==> src/rtl/muldiv_unit.sv <==
// muldiv_unit: iterative 33-cycle multiply/divide engine owning the HI/LO registers
module muldiv_unit #(
    parameter int WIDTH = 32,
    parameter int ITERS = 32
) (
    input  logic             clk,
    input  logic             reset_n,
    input  logic             start,
    input  logic [1:0]       op,
    input  logic [WIDTH-1:0] a,
    input  logic [WIDTH-1:0] b,
    input  logic             mthi,
    input  logic             mtlo,
    output logic             busy,
    output logic             done,
    output logic [WIDTH-1:0] hi,
    output logic [WIDTH-1:0] lo
);
    localparam logic [1:0] S_IDLE = 2'd0;
    localparam logic [1:0] S_RUN  = 2'd1;
    localparam logic [1:0] S_FIX  = 2'd2;
    localparam int CW = $clog2(ITERS);
    localparam logic [CW-1:0] LAST = CW'(ITERS - 1);

    logic [1:0]         state;
    logic [CW-1:0]      cnt;
    logic               is_div;
    logic               neg_p;
    logic               neg_r;
    logic               div0;
    logic [WIDTH-1:0]   opnd;
    logic [WIDTH-1:0]   a_hold;
    logic [2*WIDTH-1:0] prod;

    logic [WIDTH-1:0]   a_mag;
    logic [WIDTH-1:0]   b_mag;
    logic [WIDTH:0]     add_sum;
    logic [WIDTH:0]     shifted;
    logic [WIDTH:0]     diff;
    logic [2*WIDTH-1:0] mul_next;
    logic [2*WIDTH-1:0] div_next;
    logic [2*WIDTH-1:0] prod_neg;
    logic [WIDTH-1:0]   quo;
    logic [WIDTH-1:0]   rem;
    logic [WIDTH-1:0]   fix_hi;
    logic [WIDTH-1:0]   fix_lo;

    assign busy = (state != S_IDLE);

    // Operand magnitudes, one datapath step, and the sign/zero-divisor fixup.
    // prod holds {partial product, multiplier} for mul and {remainder, quotient} for div.
    always_comb begin
        a_mag    = (!op[0] && a[WIDTH-1]) ? -a : a;
        b_mag    = (!op[0] && b[WIDTH-1]) ? -b : b;
        add_sum  = {1'b0, prod[2*WIDTH-1:WIDTH]} + (prod[0] ? {1'b0, opnd} : {(WIDTH+1){1'b0}});
        mul_next = {add_sum, prod[WIDTH-1:1]};
        shifted  = prod[2*WIDTH-1:WIDTH-1];
        diff     = shifted - {1'b0, opnd};
        div_next = diff[WIDTH] ? {shifted[WIDTH-1:0], prod[WIDTH-2:0], 1'b0}
                               : {diff[WIDTH-1:0], prod[WIDTH-2:0], 1'b1};
        prod_neg = -prod;
        quo      = prod[WIDTH-1:0];
        rem      = prod[2*WIDTH-1:WIDTH];
        fix_hi   = !is_div ? (neg_p ? prod_neg[2*WIDTH-1:WIDTH] : rem)
                 : div0    ? a_hold
                 : (neg_r ? -rem : rem);
        fix_lo   = !is_div ? (neg_p ? prod_neg[WIDTH-1:0] : quo)
                 : div0    ? {WIDTH{1'b1}}
                 : (neg_p ? -quo : quo);
    end

    // Control FSM plus datapath and HI/LO register updates.
    always_ff @(posedge clk or negedge reset_n) begin
        if (!reset_n) begin
            state  <= S_IDLE;
            cnt    <= '0;
            is_div <= 1'b0;
            neg_p  <= 1'b0;
            neg_r  <= 1'b0;
            div0   <= 1'b0;
            opnd   <= '0;
            a_hold <= '0;
            prod   <= '0;
            hi     <= '0;
            lo     <= '0;
            done   <= 1'b0;
        end else begin
            done <= 1'b0;
            case (state)
                S_IDLE: begin
                    if (start) begin
                        state  <= S_RUN;
                        cnt    <= '0;
                        is_div <= op[1];
                        neg_p  <= !op[0] && (a[WIDTH-1] ^ b[WIDTH-1]);
                        neg_r  <= !op[0] && a[WIDTH-1];
                        div0   <= op[1] && (b == '0);
                        opnd   <= op[1] ? b_mag : a_mag;
                        a_hold <= a;
                        prod   <= {{WIDTH{1'b0}}, op[1] ? a_mag : b_mag};
                    end else begin
                        if (mthi) hi <= a;
                        if (mtlo) lo <= a;
                    end
                end
                S_RUN: begin
                    prod <= is_div ? div_next : mul_next;
                    cnt  <= cnt + 1'b1;
                    if (cnt == LAST) state <= S_FIX;
                end
                S_FIX: begin
                    hi    <= fix_hi;
                    lo    <= fix_lo;
                    done  <= 1'b1;
                    state <= S_IDLE;
                end
                default: state <= S_IDLE;
            endcase
        end
    end
endmodule
==> config.mk <==
export PLATFORM = sky130hd
export DESIGN_NAME = muldiv_unit
export DESIGN_NICKNAME = d
export VERILOG_FILES = /design/src/rtl/muldiv_unit.sv
export SDC_FILE = /design/constraint.sdc
export NUM_CORES = 1
export LEC_CHECK = 0
export BUFFER_PORTS_ARGS = -buffer_cell sky130_fd_sc_hd__clkbuf_2
export CAP_MARGIN = 20
export CORE_MARGIN = 5
export CORE_UTILIZATION = 25
export DETAILED_ROUTE_END_ITERATION = 8
export GPL_ROUTABILITY_DRIVEN = 0
export GPL_TIMING_DRIVEN = 0
export PLACE_DENSITY = 0.48
export SYNTH_ARGS = -nofsm -noshare
export SYNTH_HDL_FRONTEND = slang
export SYNTH_SLANG_ARGS = --single-unit
export TNS_END_PERCENT = 20
==> constraint.sdc <==
create_clock -name clk -period 3.45 [get_ports clk]
set_clock_uncertainty 0.2 [all_clocks]
set_input_delay 0.1725 -clock clk [delete_from_list [all_inputs] [get_ports clk]]
set_output_delay 0.1725 -clock clk [all_outputs]
set_load 0.02 [all_outputs]
* Word-level counts from Yosys, hierarchy flattened
Cells that the tools add are included.
** Storage, ports and cells
- Bits in registers :: 204
- Input port bits :: 71
- Output and inout port bits :: 66
** Cells by class
- Add/sub/neg operators :: 8
- Eq/ne operators :: 8
- Multiplexer cells :: 29
- Bitwise logic cells :: 1
- Reduce and logical (&&, ||, !) cells :: 15
** Operator list (count)
- 32-bit two-way mux :: 17
- 64-bit two-way mux :: 3
- 32-bit negation :: 4
- 32-bit case mux with 2 select lines :: 2
- 64-bit case mux with 2 select lines :: 1
- 64-bit negation :: 1
- 32-bit by 32-bit adder with 33-bit output :: 1
- 33-bit by 32-bit subtractor with 33-bit output :: 1
- 32-bit zero test :: 1
- 2-bit inequality test, second input constant :: 5
- 5-bit case mux with 2 select lines :: 1
- 2-bit AND reduction :: 3
- 3-bit AND reduction :: 2
- 2-bit nonzero test :: 3
- 5-bit by 1-bit adder with 5-bit output, second input constant :: 1
- 5-bit == test, second input constant :: 1
- 5-bit two-way mux :: 1
- 1-bit logical AND :: 4
- 2-bit two-way mux :: 2
- 2-bit case mux with 2 select lines :: 1
- 2-bit by 1-bit == test with 1-bit output, second input constant :: 1
- 2-bit == test, second input constant :: 1
- 2-bit zero test :: 1
- 1-bit zero test :: 1
- 2 further kinds :: 2

* Logic depth before layout (Yosys ltp)
Gate-level depths: netlist of run 1.
- Depth after elaboration :: 6
- Gate-level depth with buffers :: 15

* Least setup slack after synthesis of run 1
OpenSTA, ideal clock, no wires.
- Kind :: reg2reg
- Start :: reg prod[31]
- End :: reg prod[43]
- Library setup time :: 0.133 ns
- Arrival :: 3.317 ns
- Required time :: 3.117 ns
- Setup slack :: -0.200 ns
- Cell stages (with the launch flop) :: 16
- Period minus slack after synthesis :: 3.650 ns
- Cell sequence :: dfrtp_1 clkbuf_1 inv_1 ha_1 fa_1 nand2b_1 a21oi_1 o41a_1 a31o_2 a211oi_2 o21ai_1 xor2_1 buf_2 buf_2 mux2i_1 o21ai_0
** On the way
- Word-level cells in the longest chain between the ends :: 4
** RTL lines
- start, declared :: line 33 : logic [2*WIDTH-1:0] prod;
- start signal, assigned :: line 100 : prod <= {{WIDTH{1'b0}}, op[1] ? a_mag : b_mag};
- start signal, assigned :: line 107 : prod <= is_div ? div_next : mul_next;
- 33-bit by 32-bit subtractor with 33-bit output :: line 58 : diff = shifted - {1'b0, opnd};
- 64-bit two-way mux :: line 59 : div_next = diff[WIDTH] ? {shifted[WIDTH-1:0], prod[WIDTH-2:0], 1'b0}
- 64-bit two-way mux :: line 107
- 64-bit case mux with 2 select lines :: line 89 : case (state)
No other way between the ends.
A chain may end at the register's enable or synchronous reset.

* Worst setup path in the final report of run 1
- Start :: reg prod[0]
- End :: reg prod[61]
** On the way
- Word-level cells in the longest chain between the ends :: 4
** RTL lines
- 32-bit two-way mux :: line 55 : add_sum = {1'b0, prod[2*WIDTH-1:WIDTH]} + (prod[0] ? {1'b0, opnd} : {(WIDTH+1){1'b0}});
- 32-bit by 32-bit adder with 33-bit output :: line 55
- 64-bit two-way mux :: line 107
- 64-bit case mux with 2 select lines :: line 89
No other way between the ends.

==> results.tsv, run 1 <==
stage	metric	value	unit
floorplan	Placement Rows	94	
pwr	clock power share	11.9	%
clock_tree	Max clock buf depth	3	
layout	Finished Cell Area	0.0211	mm²
timing	final critical-path share of the clock period	105	%
timing	Slew Limit Fails	0	
layout	post-layout util	32.1	%
clock_tree	CTS tree	done	
clock_tree	TritonCTS Sinks	204	
route	WL/cell	23.0	µm
pwr	Logic pwr share	67.8	%
layout	Layout area overhead	27.3	%
critical_path	worst endpoint data arrival time	3.89	ns
synthesis	syn_nets	2233	
timing	RSZ-0062 raised after global routing	yes	
synthesis	cell taking the most area after synthesis	dfrtp_1	
critical_path	Top Family by Delay on Critical Path	compound AO/OA/AOI/OAI gates	
timing	final hold violations	0	
run_status	status	finished, violations left	
timing	TNS Setup	-1.02	ns
pwr	switching power	11800	µW
route	Post-Route WL	74.6	mm
grt	initial antenna violation count	4	
clock_tree	CTS Buf Count	26	
floorplan	Die X	268	µm
critical_path	Critical Path End Type	flop	
timing	Max Fclk	0.275	GHz
synthesis	Primary FF master, synth	dfrtp_1	
floorplan	DIE HEIGHT	268	µm
route	DR DRC count	0	
synthesis	ys async rst share	100	%
synthesis	library cells used by synthesis	78	
run_status	failing checks	setup timing	
synthesis	Mapped Avg Cell Area	7.95	µm²
critical_path	crit path cell chain	buf_6 -> and2_1 -> ha_2 -> inv_1 -> fa_2 -> nand2b_4 -> a21oi_2 -> o31a_1 -> a31o_4 -> o21ai_4 -> buf_4 -> buf_6 -> o31ai_4 -> a21oi_4 -> o31ai_4 -> xnor2_1 -> a211oi_1	
critical_path	Critical path buffers and inverters	4	
synthesis	top cells by area, synth	dfrtp_1 (31%), o21ai_0 (6.8%), nand2_1 (6.7%)	
floorplan	die area	0.0717	mm²
route	routed vias/inst	5.35	
timing	final setup violation count	10	
timing	min setup slack post-route	-0.181	ns
critical_path	CP max stage cell	dfrtp_2	
route	drt pass-1 iters	6	
synthesis	sequential area share after synthesis	30.7	%
placement	DP Area	0.0184	mm²
grt	vias in the first global route	16898	
route	post-route ant nets	0	
pwr	maximum vdd ir drop	0.518	mV
critical_path	crit-path max FO	5	
synthesis	synthesized area	0.0166	mm²
route	Via Count	17363	
pwr	P per Cell Area	1120	mW/mm²
run	max-cap violations	0	
critical_path	Req. time, crit path	3.71	ns
grt	global route overflow	0	
placement	post-DP HPWL	58.2	mm
synthesis	Syn. warnings	0	
clock_tree	clk_lat worst skew	0.56	ns
timing	Tmin final	3.63	ns
grt	Total GRT Usage	19.7	%
pwr	Total Power	23700	µW
pwr	Seq pwr share	20.3	%
clock_tree	Clk pin slew, worst setup/hold paths	0.07	ns
placement	PortBufs	126	
clock_tree	clock root buffer	clkbuf_16	
critical_path	startpoint class of the critical path	flop	
timing	Worst-Margin Slew	1.02	ns
critical_path	critical path class	reg2reg	
synthesis	Mapped Cells	2090	
synthesis	post-synth top area share	30.7	%
route	Iteration-0 DRC Markers	1724	
critical_path	critical path's largest stage delay	0.41	ns
clock_tree	H-Tree Depth	1	
hold_path	Worst Hold Class	in2reg	
timing	Slew HR	32.3	%
pwr	Cell Int Power	12000	µW
floorplan	Core ar.	0.0659	mm²
synthesis	flops & latches, synth	204	
synthesis	Post-synth EDFFs	0	
layout	fraction of layout cells with a size suffix above 1	17.0	%
floorplan	initial core utilization	25.2	%
grt	largest net degree at the start of global routing	83	
timing	Hold Slack	0.0307	ns
grt	first-pass GRT wire length	109	mm
pwr	switching share of power	49.5	%
floorplan	I/O pins	137	
pwr	leakage power	0.00868	µW
layout	nets	2502	
area by class of cell:
| type | count | area, µm² |
|---|---|---|
| sequential | 204 | 5120 |
| antenna | 4 | 10.0 |
| timing repair buffer | 247 | 1820 |
| inverter | 60 | 236 |
| multi-input combinational | 1664 | 11300 |
| buffer | 156 | 704 |
| tap | 864 | 1080 |
| clock buffer | 33 | 697 |
| fill | 7001 | 44700 |
| clock inverter | 13 | 156 |
kinds of logic after synthesis:
family | synth area share (%)
compound gates | 25.8
simple gates | 18.2
buf+inv | 5.16
flops | 30.7
xor+xnor | 10.6
fa+ha+maj | 5.52
mux | 3.99
Yosys cell counts, drive strengths merged, types with 4 or more instances:
| cell | n |
|---|---|
| a211o | 4 |
| a211oi | 47 |
| a21o | 29 |
| a21oi | 144 |
| a221o | 4 |
| a221oi | 5 |
| a222oi | 14 |
| a22o | 4 |
| a22oi | 18 |
| a311o | 4 |
| a31o | 4 |
| a31oi | 15 |
| a32oi | 4 |
| a41oi | 4 |
| and2 | 9 |
| and3 | 8 |
| buf | 33 |
| clkbuf | 129 |
| dfrtp | 204 |
| ha | 70 |
| inv | 59 |
| mux2i | 64 |
| nand2 | 299 |
| nand2b | 21 |
| nand3 | 26 |
| nand3b | 5 |
| nand4 | 9 |
| nor2 | 147 |
| nor2b | 15 |
| nor3 | 33 |
| nor4 | 12 |
| o211ai | 21 |
| o21a | 6 |
| o21ai | 244 |
| o21bai | 5 |
| o221ai | 6 |
| o22ai | 37 |
| o31a | 5 |
| o31ai | 30 |
| o41ai | 17 |
| or2 | 13 |
| or3 | 18 |
| or4 | 20 |
| xnor2 | 117 |
| xor2 | 84 |
flip-flops by register name, indices dropped and copies added, names as in the netlist, 2 cells and up:
name,cells
hi,32
prod,64
state,2
a_hold,32
cnt,5
lo,32
opnd,32
metal layers:
| metal | track usage [%] | routed length (µm) | vias up |
|---|---|---|---|
| met2 | 30.8 | 32700 | 782 |
| met5 | 0 | 0 | - |
| met3 | 2.59 | 5610 | 130 |
| li1 | - | - | 8037 |
| met1 | 27.9 | 33000 | 8414 |
| met4 | 7.38 | 3340 | 0 |
cell usage in the layout (no fill, tap or decap), types with 37 or more instances in the layout:
| master | count |
|---|---|
| clkbuf_1 | 121 |
| clkbuf_2 | 127 |
| o22ai_1 | 37 |
| dlygate4sd3_1 | 58 |
| nor2_1 | 138 |
| nand2_1 | 295 |
| ha_1 | 61 |
| a211oi_1 | 41 |
| dfrtp_1 | 194 |
| mux2i_1 | 62 |
| a21oi_1 | 131 |
| buf_4 | 54 |
| inv_1 | 52 |
| o21ai_0 | 202 |
| xnor2_1 | 112 |
| xor2_1 | 78 |
metrics by stage:
stage	cells	worst slack [ns]
3_5_place_dp	3082	-1.25
2_1_floorplan	2090	0.0166
3_3_place_gp	3080	-2.35
4_1_cts	3225	-0.202
6_report	3245	-0.181
5_1_grt	3243	-0.309
final timing paths:
| check | startpoint | end | slack (ns) | depth (start not counted) |
|---|---|---|---|---|
| setup / recovery | prod[0] | prod[61] | -0.18 | 17 |
| hold / removal | b[8] | opnd[8] | 0.03 | 4 |
| setup reg to reg | prod[0] | prod[61] | -0.18 | 17 |
| hold reg to reg | a_hold[28] | a_hold[28] | 0.27 | 2 |
| max in group asynchronous | reset_n | prod[41] | 1.94 | 4 |
| min in group asynchronous | reset_n | a_hold[19] | 0.38 | 3 |
power groups by stage:
stage / clock [µW] / combinational (µW) / sequential (µW)
final: 2820 / 16100 / 4820
after global placement: 0 / 13400 / 4750
after CTS: 2850 / 15200 / 4740
after floorplan: 0 / 9360 / 4740
after detailed placement: 0 / 13500 / 4780
after global routing: 2930 / 17400 / 4950
tightest hold or removal path, stage by stage:
cell	delay [ns]
clkbuf_2	0.10
xnor2_1	0.18
a21oi_1	0.12
o21ai_0	0.18
repair_timing:
action / in CTS / in global routing
cloned: 1 / 0
hold buffers: 59 / 0
setup buffers: 38 / 22
resized for setup: 106 / 107
endpoints found under the setup margin: 56 / 69
pin swaps: 37 / 41
hold endpoints to repair: 306 / 0
(Power assumes the default switching activity.)
==> run 2: changes to the inputs <==
SKIP_CTS_REPAIR_TIMING = 1   (was unset)
==> run 2 against run 1 <==
  * Critical path type unchanged
  * Via count fell by 0.95%
  * Critical path depth decreased by 3
  * Non-clock buffer count shrank 42
  * Count of clock-buffer cells in the layout unchanged
  * Register-to-register slack lost 0.08 ns
  * The run ends with hold timing, setup timing left
  * Worst hold slack got worse by 0.075 ns
==> results.tsv, run 2 (synthesis results as in run 1) <==
stage	metric	value	unit	change
floorplan	initial core utilization	25.2	%	unchanged
pwr	P per Cell Area	1130	mW/mm²	+0.49%
critical_path	Critical path buffers and inverters	3		-1
hold_path	Worst Hold Launch	a[31]		
timing	final hold violations	9		+9
run_status	status	finished, violations left		
route	Via Count	17198		-0.95%
clock_tree	TritonCTS Sinks	204		unchanged
route	Post-Route WL	73.9	mm	-0.96%
timing	min setup slack post-route	-0.264	ns	-0.0822 ns
timing	Slew HR	32.7	%	+0.43 points
grt	initial antenna violation count	4		unchanged
route	WL/cell	23.1	µm	+0.37%
critical_path	crit path cell chain	clkinvlp_4 -> buf_8 -> nor2_1 -> ha_1 -> and3_4 -> a31o_2 -> a31o_4 -> o21ai_4 -> o31ai_4 -> a221o_1 -> a21oi_2 -> buf_4 -> o211ai_1 -> a22o_1		
critical_path	flop-to-flop setup slack	-0.26	ns	-0.08 ns
layout	most common cell after layout, fill and taps aside	nand2_1		
critical_path	Top Family by Delay on Critical Path	compound AO/OA/AOI/OAI gates		
grt	first-pass GRT wire length	106	mm	-2.4%
floorplan	Die X	268	µm	unchanged
placement	Inst Count DP	3082		unchanged
critical_path	critical path class	reg2reg		
timing	Hold Slack	-0.0444	ns	-0.0752 ns
critical_path	CP max stage cell	dfrtp_2		
pwr	maximum vdd ir drop	0.640	mV	+24%
clock_tree	Max clock buf depth	3		unchanged
placement	PortBufs	126		unchanged
placement	Setup WS pre-CTS	-1.25	ns	unchanged
timing	final critical-path share of the clock period	108	%	+2.4 points
grt	Total GRT Usage	19.3	%	-0.41 points
layout	fillcell total	7056		+0.79%
route	DR DRC count	0		unchanged
critical_path	critical path's largest stage delay	0.41	ns	about the same
critical_path	Req. time, crit path	3.69	ns	-0.02 ns
hold_path	hold path depth	3		-1
timing	Worst-Margin Slew	1.01	ns	-0.00645 ns
critical_path	RR Startpoint	prod[0]		
hold_path	Worst Hold End	a_hold[31]		
placement	post-DP HPWL	58.2	mm	unchanged
clock_tree	clk_lat worst skew	0.57	ns	about the same
route	drt pass-1 iters	5		-1
layout	Layout area overhead	23.5	%	
floorplan	I/O pins	137		unchanged
timing	Max Fclk	0.269	GHz	-2.2%
clock_tree	CTS Buf Count	26		unchanged
pwr	leakage power	0.00837	µW	-3.6%
route	routed vias/inst	5.37		+0.38%
floorplan	DIE HEIGHT	268	µm	unchanged
route	Iteration-0 DRC Markers	1600		-7.2%
layout	final std cells w/o fill	3202		-1.3%
floorplan	die area	0.0717	mm²	unchanged
floorplan	Core ar.	0.0659	mm²	unchanged
hold_path	Worst Hold Class	in2reg		
route	post-route ant nets	0		unchanged
floorplan	Placement Rows	94		unchanged
critical_path	Critical Path End Type	flop		
run	max-cap violations	0		unchanged
timing	Slew Limit Fails	0		unchanged
clock_tree	clock root buffer	clkbuf_16		
layout	nets	2460		-1.7%
layout	fraction of layout cells with a size suffix above 1	14.4	%	-2.6 points
grt	global route overflow	0		unchanged
layout	Biggest register	prod		
timing	RSZ-0062 raised after global routing	yes		
clock_tree	H-Tree Depth	1		unchanged
critical_path	Reg2Reg Depth	14		-3
critical_path	worst endpoint data arrival time	3.95	ns	+0.06 ns
critical_path	RR Endpoint	prod[63]		
clock_tree	CTS tree	done		
layout	most frequent cells in the layout	nand2_1 (298), o21ai_0 (209), dfrtp_1 (201), nor2_1 (136), a21oi_1 (135)		
timing	TNS Setup	-3.29	ns	-2.27 ns
critical_path	crit-path max FO	8		+3
timing	final setup violation count	34		+24
layout	max FFs per register	64		unchanged
run_status	failing checks	hold timing, setup timing		
timing	Tmin final	3.71	ns	+0.0822 ns
grt	vias in the first global route	16253		-3.8%
grt	largest net degree at the start of global routing	83		unchanged
clock_tree	Clk pin slew, worst setup/hold paths	0.06	ns	about the same
critical_path	startpoint class of the critical path	flop		
[run 2: cell count changes in the layout (fill, tap and decap cells not counted), sizes merged]
cell	before	now
diode	4	3
dlygate4sd3	58	43
clkbuf	279	284
buf	99	67
[run 2: report_power, final]
part | switching [µW] | internal [µW] | total, µW | leakage [µW]
sequential | 1230 | 3580 | 4810 | 0.00247
clock | 1170 | 1650 | 2820 | 0.000418
combinational | 9090 | 6430 | 15500 | 0.00548
[run 2: area by class of cell]
type,instances,area [µm²],share of cell area (%)
clock inverter,13,156,0.763
tap,864,1080,5.27
timing repair buffer,200,1380,6.75
sequential,204,5110,24.9
inverter,60,229,1.12
buffer,161,719,3.51
antenna,3,7.51,0.0366
clock buffer,33,697,3.40
multi-input combinational,1664,11100,54.2
[run 2: worst max-delay path by stage]
stage                     startpoint  endpoint  slack [ns]  cells after the start
after global routing         prod[0]  prod[59]       -0.36                     14
after floorplan             prod[31]  prod[43]        0.02                     15
after CTS                   prod[32]  prod[56]       -1.29                     13
after global placement       reset_n  prod[46]       -2.35                      1
after detailed placement    prod[32]  prod[56]       -1.25                     13
final                        prod[0]  prod[63]       -0.26                     14
[run 2: worst reg2reg max path: stages (launching register included)]
cell and delay (ns):
dfrtp_2 0.41, clkinvlp_4 0.26, buf_8 0.25, nor2_1 0.13, ha_1 0.30, and3_4 0.24
a31o_2 0.25, a31o_4 0.23, o21ai_4 0.26, o31ai_4 0.12, a221o_1 0.37, a21oi_2 0.17
buf_4 0.13, o211ai_1 0.09, a22o_1 0.19
[run 2: routing by layer]
metal  up-vias  global-route usage, %  routed length, µm  part of all wire, %
li1       7950                      -                  -                    -
met1      8373                   27.6              32900                   45
met2       747                   30.1              32600                   44
met3       126                   2.54               5530                  7.5
met4         2                   6.58               2910                  3.9
met5         -                      0                 13                0.018
[run 2: per-stage QoR]
step / total power (µW) / utilization [%] / area (µm²)
finish: 23100 / 31.1 / 20500
global route: 24700 / 31.1 / 20500
CTS: 21200 / 29.2 / 19300
detailed placement: 18300 / 27.9 / 18400
global placement: 18100 / 27.8 / 18300
floorplan: 14100 / - / 16600
